<file path="config.mk">
export PLATFORM = sky130hd
export DESIGN_NAME = seven_segment_display_arbiter_flat
export DESIGN_NICKNAME = d
export VERILOG_FILES = /design/src/rtl/seven_segment_display_arbiter_pkg.sv /design/src/rtl/seven_segment_display_arbiter_if.sv /design/src/rtl/seven_segment_display_arbiter_picker.sv /design/src/rtl/seven_segment_display_arbiter.sv /design/src/flat_wrapper.sv
export SDC_FILE = /design/constraint.sdc
export NUM_CORES = 1
export LEC_CHECK = 0
export CAP_MARGIN = 20
export CORE_ASPECT_RATIO = 0.75
export CORE_MARGIN = 2
export CORE_UTILIZATION = 50
export DETAILED_ROUTE_END_ITERATION = 8
export HOLD_SLACK_MARGIN = 0.12
export PLACE_DENSITY = 0.78
export SYNTH_ARGS = -nofsm -noshare
export SYNTH_HDL_FRONTEND = slang
export SYNTH_SLANG_ARGS = --single-unit
</file>
<file path="constraint.sdc">
create_clock -name clk_100_Mhz -period 4.8 [get_ports clk_100_Mhz]
set_input_delay 1.44 -clock clk_100_Mhz [delete_from_list [all_inputs] [get_ports clk_100_Mhz]]
set_output_delay 1.44 -clock clk_100_Mhz [all_outputs]
set_load 0.03 [all_outputs]
</file>
<file path="src/rtl/seven_segment_display_arbiter_pkg.sv">
// Shared display types, arbiter state encoding and leading-zero blanking helper.
// Pure declarations; no logic, no latency, no flow control.
package display_pkg;

    typedef logic [3:0] bcd_digit_t;
    typedef bcd_digit_t [3:0] hex_display_t;

    typedef enum logic {IDLE, OWNED} disp_arb_state_t;

    localparam int DEFAULT_DWELL = 100_000_000;

    // Ones digit is never blanked so a zero value still shows "0".
    function automatic logic [3:0] blank_of(hex_display_t d);
        logic [3:0] b;
        b[0] = 1'b0;
        b[3] = (d[3] == bcd_digit_t'(0));
        b[2] = b[3] && (d[2] == bcd_digit_t'(0));
        b[1] = b[2] && (d[1] == bcd_digit_t'(0));
        return b;
    endfunction

endpackage

</file>
<file path="src/rtl/seven_segment_display_arbiter_if.sv">
// Request/grant and display bus between display sources and the arbiter.
// Sources drive req/req_digits (master); the arbiter drives grant and display outputs (slave).
interface seven_segment_display_arbiter_if #(
    parameter int NUM_REQ = 3
);
    localparam int ID_W = (NUM_REQ > 1) ? $clog2(NUM_REQ) : 1;

    logic [NUM_REQ-1:0]    req;
    logic [NUM_REQ*16-1:0] req_digits;
    logic [NUM_REQ-1:0]    grant;
    logic [ID_W-1:0]       owner_id;
    logic                  display_valid;
    logic [15:0]           HEX_display_digits;
    logic [3:0]            blank_mask;

    modport master (
        output req, req_digits,
        input  grant, owner_id, display_valid, HEX_display_digits, blank_mask
    );

    modport slave (
        input  req, req_digits,
        output grant, owner_id, display_valid, HEX_display_digits, blank_mask
    );

endinterface

</file>
<file path="src/rtl/seven_segment_display_arbiter_picker.sv">
// Combinational round-robin picker: first unexcluded request scanning from start, wrapping.
// Zero latency; no flow control.
module rr_priority_picker #(
    parameter int NUM_REQ = 3,
    parameter int ID_W    = 2
) (
    input  logic [NUM_REQ-1:0] req,
    input  logic [ID_W-1:0]    start,
    input  logic [NUM_REQ-1:0] exclude,
    output logic               found,
    output logic [ID_W-1:0]    winner
);

    logic [NUM_REQ-1:0]   cand;
    logic [2*NUM_REQ-1:0] dbl;
    logic [NUM_REQ-1:0]   rot;

    always_comb begin
        cand   = req & ~exclude;
        dbl    = {cand, cand};
        rot    = NUM_REQ'(dbl >> start);
        found  = 1'b0;
        winner = '0;
        // Walk from the far end so the closest offset to start is written last.
        for (int i = NUM_REQ - 1; i >= 0; i--) begin
            if (rot[i]) begin
                found  = 1'b1;
                winner = ID_W'((int'(start) + i) % NUM_REQ);
            end
        end
    end

endmodule

</file>
<file path="src/rtl/seven_segment_display_arbiter.sv">
// Round-robin owner of the shared 4-digit display with minimum dwell; req->grant 1 cycle,
// digits follow owner with 1-cycle latency. Non-owners simply wait; no backpressure upstream.
module seven_segment_display_arbiter
    import display_pkg::*;
#(
    parameter int NUM_REQ      = 3,
    parameter int DWELL_CYCLES = DEFAULT_DWELL
) (
    input logic                          clk_100_Mhz,
    input logic                          reset,
    seven_segment_display_arbiter_if.slave bus
);

    localparam int ID_W  = (NUM_REQ > 1) ? $clog2(NUM_REQ) : 1;
    localparam int CNT_W = $clog2(DWELL_CYCLES);
    localparam logic [CNT_W-1:0] DWELL_LAST = CNT_W'(DWELL_CYCLES - 1);

    disp_arb_state_t    state_q, state_d;
    logic [ID_W-1:0]    owner_q, owner_d;
    logic [ID_W-1:0]    rr_q, rr_d;
    logic [CNT_W-1:0]   cnt_q, cnt_d;
    logic [NUM_REQ-1:0] grant_q, grant_d;
    hex_display_t       hex_q, hex_d;
    logic [3:0]         blank_q, blank_d;

    logic               owner_req;
    logic               expired;
    logic [ID_W-1:0]    owner_next;
    logic [ID_W-1:0]    pick_start;
    logic [NUM_REQ-1:0] pick_excl;
    logic               pick_found;
    logic [ID_W-1:0]    pick_winner;

    assign owner_req  = |(bus.req & grant_q);
    assign expired    = (cnt_q == DWELL_LAST);
    assign owner_next = ID_W'((int'(owner_q) + 1) % NUM_REQ);
    // Idle scans from the saved pointer; while owned, scan past the owner and never re-pick it.
    assign pick_start = (state_q == IDLE) ? rr_q : owner_next;
    assign pick_excl  = (state_q == IDLE) ? '0 : grant_q;

    rr_priority_picker #(
        .NUM_REQ (NUM_REQ),
        .ID_W    (ID_W)
    ) u_picker (
        .req     (bus.req),
        .start   (pick_start),
        .exclude (pick_excl),
        .found   (pick_found),
        .winner  (pick_winner)
    );

    function automatic hex_display_t digits_of(logic [NUM_REQ*16-1:0] all, logic [ID_W-1:0] idx);
        return hex_display_t'(all[16*int'(idx) +: 16]);
    endfunction

    always_comb begin
        state_d = state_q;
        owner_d = owner_q;
        rr_d    = rr_q;
        cnt_d   = cnt_q;
        grant_d = grant_q;
        hex_d   = hex_q;

        unique case (state_q)
            IDLE: begin
                if (pick_found) begin
                    state_d = OWNED;
                    owner_d = pick_winner;
                    rr_d    = ID_W'((int'(pick_winner) + 1) % NUM_REQ);
                    cnt_d   = '0;
                    grant_d = NUM_REQ'(1) << pick_winner;
                    hex_d   = digits_of(bus.req_digits, pick_winner);
                end
            end
            OWNED: begin
                if ((!owner_req || expired) && pick_found) begin
                    owner_d = pick_winner;
                    rr_d    = ID_W'((int'(pick_winner) + 1) % NUM_REQ);
                    cnt_d   = '0;
                    grant_d = NUM_REQ'(1) << pick_winner;
                    hex_d   = digits_of(bus.req_digits, pick_winner);
                end else if (!owner_req) begin
                    // Display keeps its last frame; the controller just sees valid drop.
                    state_d = IDLE;
                    owner_d = '0;
                    grant_d = '0;
                end else begin
                    hex_d = digits_of(bus.req_digits, owner_q);
                    if (expired) begin
                        cnt_d = '0;
                    end else begin
                        cnt_d = cnt_q + CNT_W'(1);
                    end
                end
            end
            default: begin
                state_d = IDLE;
            end
        endcase

        blank_d = blank_of(hex_d);
    end

    always_ff @(posedge clk_100_Mhz or negedge reset) begin
        if (!reset) begin
            state_q <= IDLE;
            owner_q <= '0;
            rr_q    <= '0;
            cnt_q   <= '0;
            grant_q <= '0;
            hex_q   <= '0;
            blank_q <= 4'b1110;
        end else begin
            state_q <= state_d;
            owner_q <= owner_d;
            rr_q    <= rr_d;
            cnt_q   <= cnt_d;
            grant_q <= grant_d;
            hex_q   <= hex_d;
            blank_q <= blank_d;
        end
    end

    assign bus.grant              = grant_q;
    assign bus.owner_id           = owner_q;
    assign bus.display_valid      = (state_q == OWNED);
    assign bus.HEX_display_digits = hex_q;
    assign bus.blank_mask         = blank_q;

endmodule

</file>
<file path="src/flat_wrapper.sv">
// flat-port wrapper written by rule: the top's interface ports become plain ports
module seven_segment_display_arbiter_flat import display_pkg::*;
#(
    parameter int NUM_REQ      = 3,
    parameter int DWELL_CYCLES = DEFAULT_DWELL
)
  (clk_100_Mhz, reset, bus_req, bus_req_digits, bus_grant, bus_owner_id, bus_display_valid, bus_HEX_display_digits, bus_blank_mask);
  seven_segment_display_arbiter_if #(.NUM_REQ(NUM_REQ)) bus_i ();
  input logic clk_100_Mhz;
  input logic reset;
  input wire logic [$bits(bus_i.req)-1:0] bus_req;
  input wire logic [$bits(bus_i.req_digits)-1:0] bus_req_digits;
  output wire logic [$bits(bus_i.grant)-1:0] bus_grant;
  output wire logic [$bits(bus_i.owner_id)-1:0] bus_owner_id;
  output wire logic [$bits(bus_i.display_valid)-1:0] bus_display_valid;
  output wire logic [$bits(bus_i.HEX_display_digits)-1:0] bus_HEX_display_digits;
  output wire logic [$bits(bus_i.blank_mask)-1:0] bus_blank_mask;
  assign bus_i.req = bus_req;
  assign bus_i.req_digits = bus_req_digits;
  assign bus_grant = bus_i.grant;
  assign bus_owner_id = bus_i.owner_id;
  assign bus_display_valid = bus_i.display_valid;
  assign bus_HEX_display_digits = bus_i.HEX_display_digits;
  assign bus_blank_mask = bus_i.blank_mask;
  seven_segment_display_arbiter #(.NUM_REQ(NUM_REQ), .DWELL_CYCLES(DWELL_CYCLES)) u_core (.clk_100_Mhz(clk_100_Mhz), .reset(reset), .bus(bus_i));
endmodule
</file>
==> reports/qor_table.md <==
| Group | Parameter | Value |
|---|---|---|
| floorplanning | Num rows | 27 |
| worst setup path | CP endpoint kind | flop |
| yosys | Sequential-to-total area share from yosys stat | 0.357 |
| yosys | Cell taking the most area after synthesis | dfrtp_1 |
| worst setup path | Data required time of the critical path | 5.03 ns |
| min path | Worst Hold Depth | 1 |
| routing | Total via count in the routed design | 3,661 |
| floorplanning | Die extent in y | 79.4 um |
| clocking | H-tree lvl count | 2 |
| yosys | Post-synthesis area per instance | 8.70 um^2 |
| floorplanning | Die area | 8310 um^2 |
| grt | Number of antenna violations at the first check in global routing | 0 |
| sta | Period utilization | 0.875 |
| routing | Total wire length after detailed routing | 10,700 um |
| worst setup path | FF-to-FF Start | u_core.bus.display_valid |
| final layout | Fillers | 621 |
| final layout | Count of antenna diodes in the layout | 0 |
| sta | Final worst-path setup slack | 0.599 ns |
| grt | Number of global-route vias before repair | 3,434 |
| worst setup path | RR Endpoint | u_core.bus.blank_mask[1] |
| routing | Initial DRC count | 256 |
| clocking | Clock transition time at the flip-flop clock pins of the worst setup and hold paths | 0.10 ns |
| placement | Pre-CTS setup slack | 0.319 ns |
| worst setup path | Highest-delay cell along the critical path | or4_4 |
| min path | Path type of the worst min-delay path | reg2reg |
| final layout | Footprint of the multi-input gates | 2260 um^2 |
| power | Pleak | 0.00198 uW |
| worst setup path | Arrival time at the worst endpoint | 4.43 ns |
| grt | Largest net degree at the start of global routing | 30 |
| outcome | Result of the run | completed |
| clocking | Quantity of hold-fixing buffers added after cts | 0 |
| routing | Post-detailed-route via-to-cell ratio | 5.97 |
| sta | Final Hold Violating Endpoints | 0 |
| flow run | Number of maximum-capacitance constraint violations | 0 |
| power | Total power per unit cell area | 699 nW/um^2 |
| min path | Critical hold path startpoint | u_core.rr_q[1] |
| sta | Unrepaired setup endpoints after global routing | false |
| sta | Worst slew slack as a fraction of its limit | 0.351 |
| grt | Global-route wire length before repair | 17,500 um |
| final layout | Final core area utilization | 0.650 |
| placement | Final RePlAce weighted congestion | 0.901 |
| routing | Post-route DRC | 0 |
| yosys | Number of instances in the synthesized netlist | 436 |
| yosys | Share of synthesized registers carrying an async set or reset | 1.00 |
| routing | First-pass iteration count of the detailed router | 4 |
| worst setup path | Path depth of the worst reg2reg path | 10 |
| routing | Antenna Nets Post-Route | 0 |
| yosys | Number of synthesized register bits | 54 |
| yosys | Number of nets produced by synthesis | 495 |
| worst setup path | Setup CP Type | in2reg |
| placement | HPWL after detailed placement | 7870 um |
| final layout | Sequential cell area | 1360 um^2 |
| worst setup path | CP Max Fanout | 18 |
| floorplanning | Total core area | 7360 um^2 |
| final layout | Fraction of layout cells with a size suffix above 1 | 0.0977 |
| sta | Final setup vio count | 0 |
| clocking | Largest buffer count on any clock path | 2 |
| yosys | Dominant cell by count in the synthesized netlist | dfrtp_1 |
| worst setup path | Critical Path Max Stage Delay | 0.55 ns |
| sta | Clock period minus worst slack | 4.20 ns |
| placement | Port bufs | 77 |
| worst setup path | CP dominant cell by count | mux2i_1 |
| power | Peak supply drop | 399 uV |
| worst setup path | Worst setup slack for register-to-register paths | 1.00 ns |
| floorplanning | Chip width | 105 um |
| yosys | Commonest cells in the netlist | 51 x dfrtp_1, 49 x nor2_1, 47 x nand2_1 |
| yosys | Yosys warnings | 0 |
| clocking | Root buffer cell | clkbuf_8 |
| final layout | Signed area change from the synthesized netlist to the final layout | 26.1% |
| yosys | Combined area of all synthesized cells | 3790 um^2 |
| yosys | Leading cell types by total area after synthesis | dfrtp_1 34%, mux2i_1 8.7%, nor2_1 4.8% |
| routing | Average routed wire per standard cell | 17.4 um |
| yosys | Distinct cell type count after synthesis | 70 |
| sta | Highest Clock Rate | 238 MHz |
| sta | Slew at the pin closest to its max-slew limit | 0.974 ns |
| worst setup path | Critical path, cell by cell | clkdlybuf4s50_1 > a21bo_2 > mux2i_1 > mux2i_4 > or2_2 > nand2_2 > mux2i_1 > o21ai_1 > or4_4 > nor4_2 |
| clocking | Later-pin clock latency in the skew report | 0.31 ns |
| sta | Worst hold-check slack | 0.502 ns |
| clocking | Number of gates resized after cts | 0 |
| clocking | Number of buffers created by CTS | 5 |
| floorplanning | IO Pins | 79 |
| min path | Worst hold path endpoint | u_core.rr_q[1] |
| clocking | # Post-CTS Setup Buffers | 0 |
| final layout | Total Nets Final | 570 |
| sta | Setup tns final | 0 ns |
| grt | Total global routing overflow | 0 |
| clocking | TritonCTS clock tree | yes |
| sta | Post-route clock skew | 0.00689 ns |
| clocking | Number of clock sinks | 54 |
| yosys | Synth top area share | 0.336 |
| sta | Max-slew violation count | 0 |
| yosys | Number of enable flip-flop cells after synthesis | 0 |
| yosys | Prevailing post-synth register cell | dfrtp_1 |
| floorplanning | Effective utilization at floorplan | 0.515 |
| grt | GR Util All Layers | 0.260 |
| worst setup path | Crit start category | primary input |
==> cells in the final DEF (no fill, tap or decap), types with 5 or more instances in the layout <==
cell type        Yosys  layout
o21ai_0             35      35
or3_1                8       8
mux2i_1             33      33
ha_1                 6       6
nor3_1               5       5
xor2_1              10      10
dfrtp_1             51      51
buf_4                2      15
nand2b_1             6       6
and3_1               7       7
nand3_1             15      15
a21oi_1             22      22
inv_1                9       9
xnor2_1              5       5
nand4_1              7       7
nand2_1             47      47
a31oi_1              6       6
nor2_1              49      49
clkdlybuf4s50_1      0      76
clkbuf_8             0       5
==> worst max path at each step <==
stage / start / endpoint / depth (start not counted)
detailed placement: bus_req[1] / u_core.bus.blank_mask[1] / 10
finish: bus_req[1] / u_core.bus.blank_mask[1] / 10
floorplan: u_core.bus.owner_id[1] / u_core.bus.blank_mask[1] / 15
global placement: bus_req[0] / u_core.bus.blank_mask[1] / 10
global route: bus_req[2] / u_core.bus.blank_mask[1] / 12
CTS: bus_req[1] / u_core.bus.blank_mask[1] / 10
==> layer usage <==
| layer | track usage | routed length [um] | up-vias |
|---|---|---|---|
| li1 | - | - | 1740 |
| met1 | 0.386 | 5090 | 1753 |
| met2 | 0.399 | 4700 | 159 |
| met3 | 0.0416 | 804 | 9 |
| met4 | 0.0573 | 80 | 0 |
| met5 | 0 | 0 | - |
==> flip-flops by register name, summed over array words and instances (netlist names) <==
register                       cells
u_core.cnt_q                      27
u_core.bus.grant                   3
u_core.bus.blank_mask              3
u_core.bus.display_valid           1
u_core.rr_q                        2
u_core.bus.owner_id                2
u_core.bus.HEX_display_digits     16
==> power by group <==
part | total, uW | leakage (uW) | switching, uW | internal (uW)
Combinational | 2360 | 0.00123 | 1430 | 933
Clock | 309 | 0.0000514 | 153 | 156
Sequential | 677 | 0.000701 | 91.9 | 585
Total | 3350 | 0.00198 | 1670 | 1670
==> through the flow <==
stage          std cells  cell area [um^2]  power [uW]
2_1_floorplan        436              3790        2360
3_3_place_gp         605              4680        2950
3_5_place_dp         605              4680        3000
4_1_cts              613              4790        3320
5_1_grt              613              4790        3590
6_report             613              4790        3350
==> cell families (layout without fill, tap and decap cells) <==
family	count (synthesis)	after routing	synth area share
AO/OA/AOI/OAI	122	122	0.218
XOR/XNOR	16	16	0.0389
adder cells (fa/ha/maj)	6	6	0.0198
buffers and inverters	35	111	0.0465
flip-flops	54	54	0.357
multiplexers	36	36	0.101
other	1	1	0.000988
AND/OR/NAND/NOR	166	166	0.218
==> layout make-up <==
type | count | share of cell area
Tap cell | 101 | 0.0264
Multi-Input combinational cell | 347 | 0.473
Sequential cell | 54 | 0.283
Clock inverter | 2 | 0.00784
Timing Repair Buffer | 92 | 0.183
Clock buffer | 6 | 0.0152
Inverter | 11 | 0.0112
==> critical path, delay by kind of cell <==
kind            cells  cell delay (ns)
compound gates      2             0.37
simple gates        4             1.49
mux                 3             0.61
buf+inv             1             0.51
(Power assumes the default switching activity.)
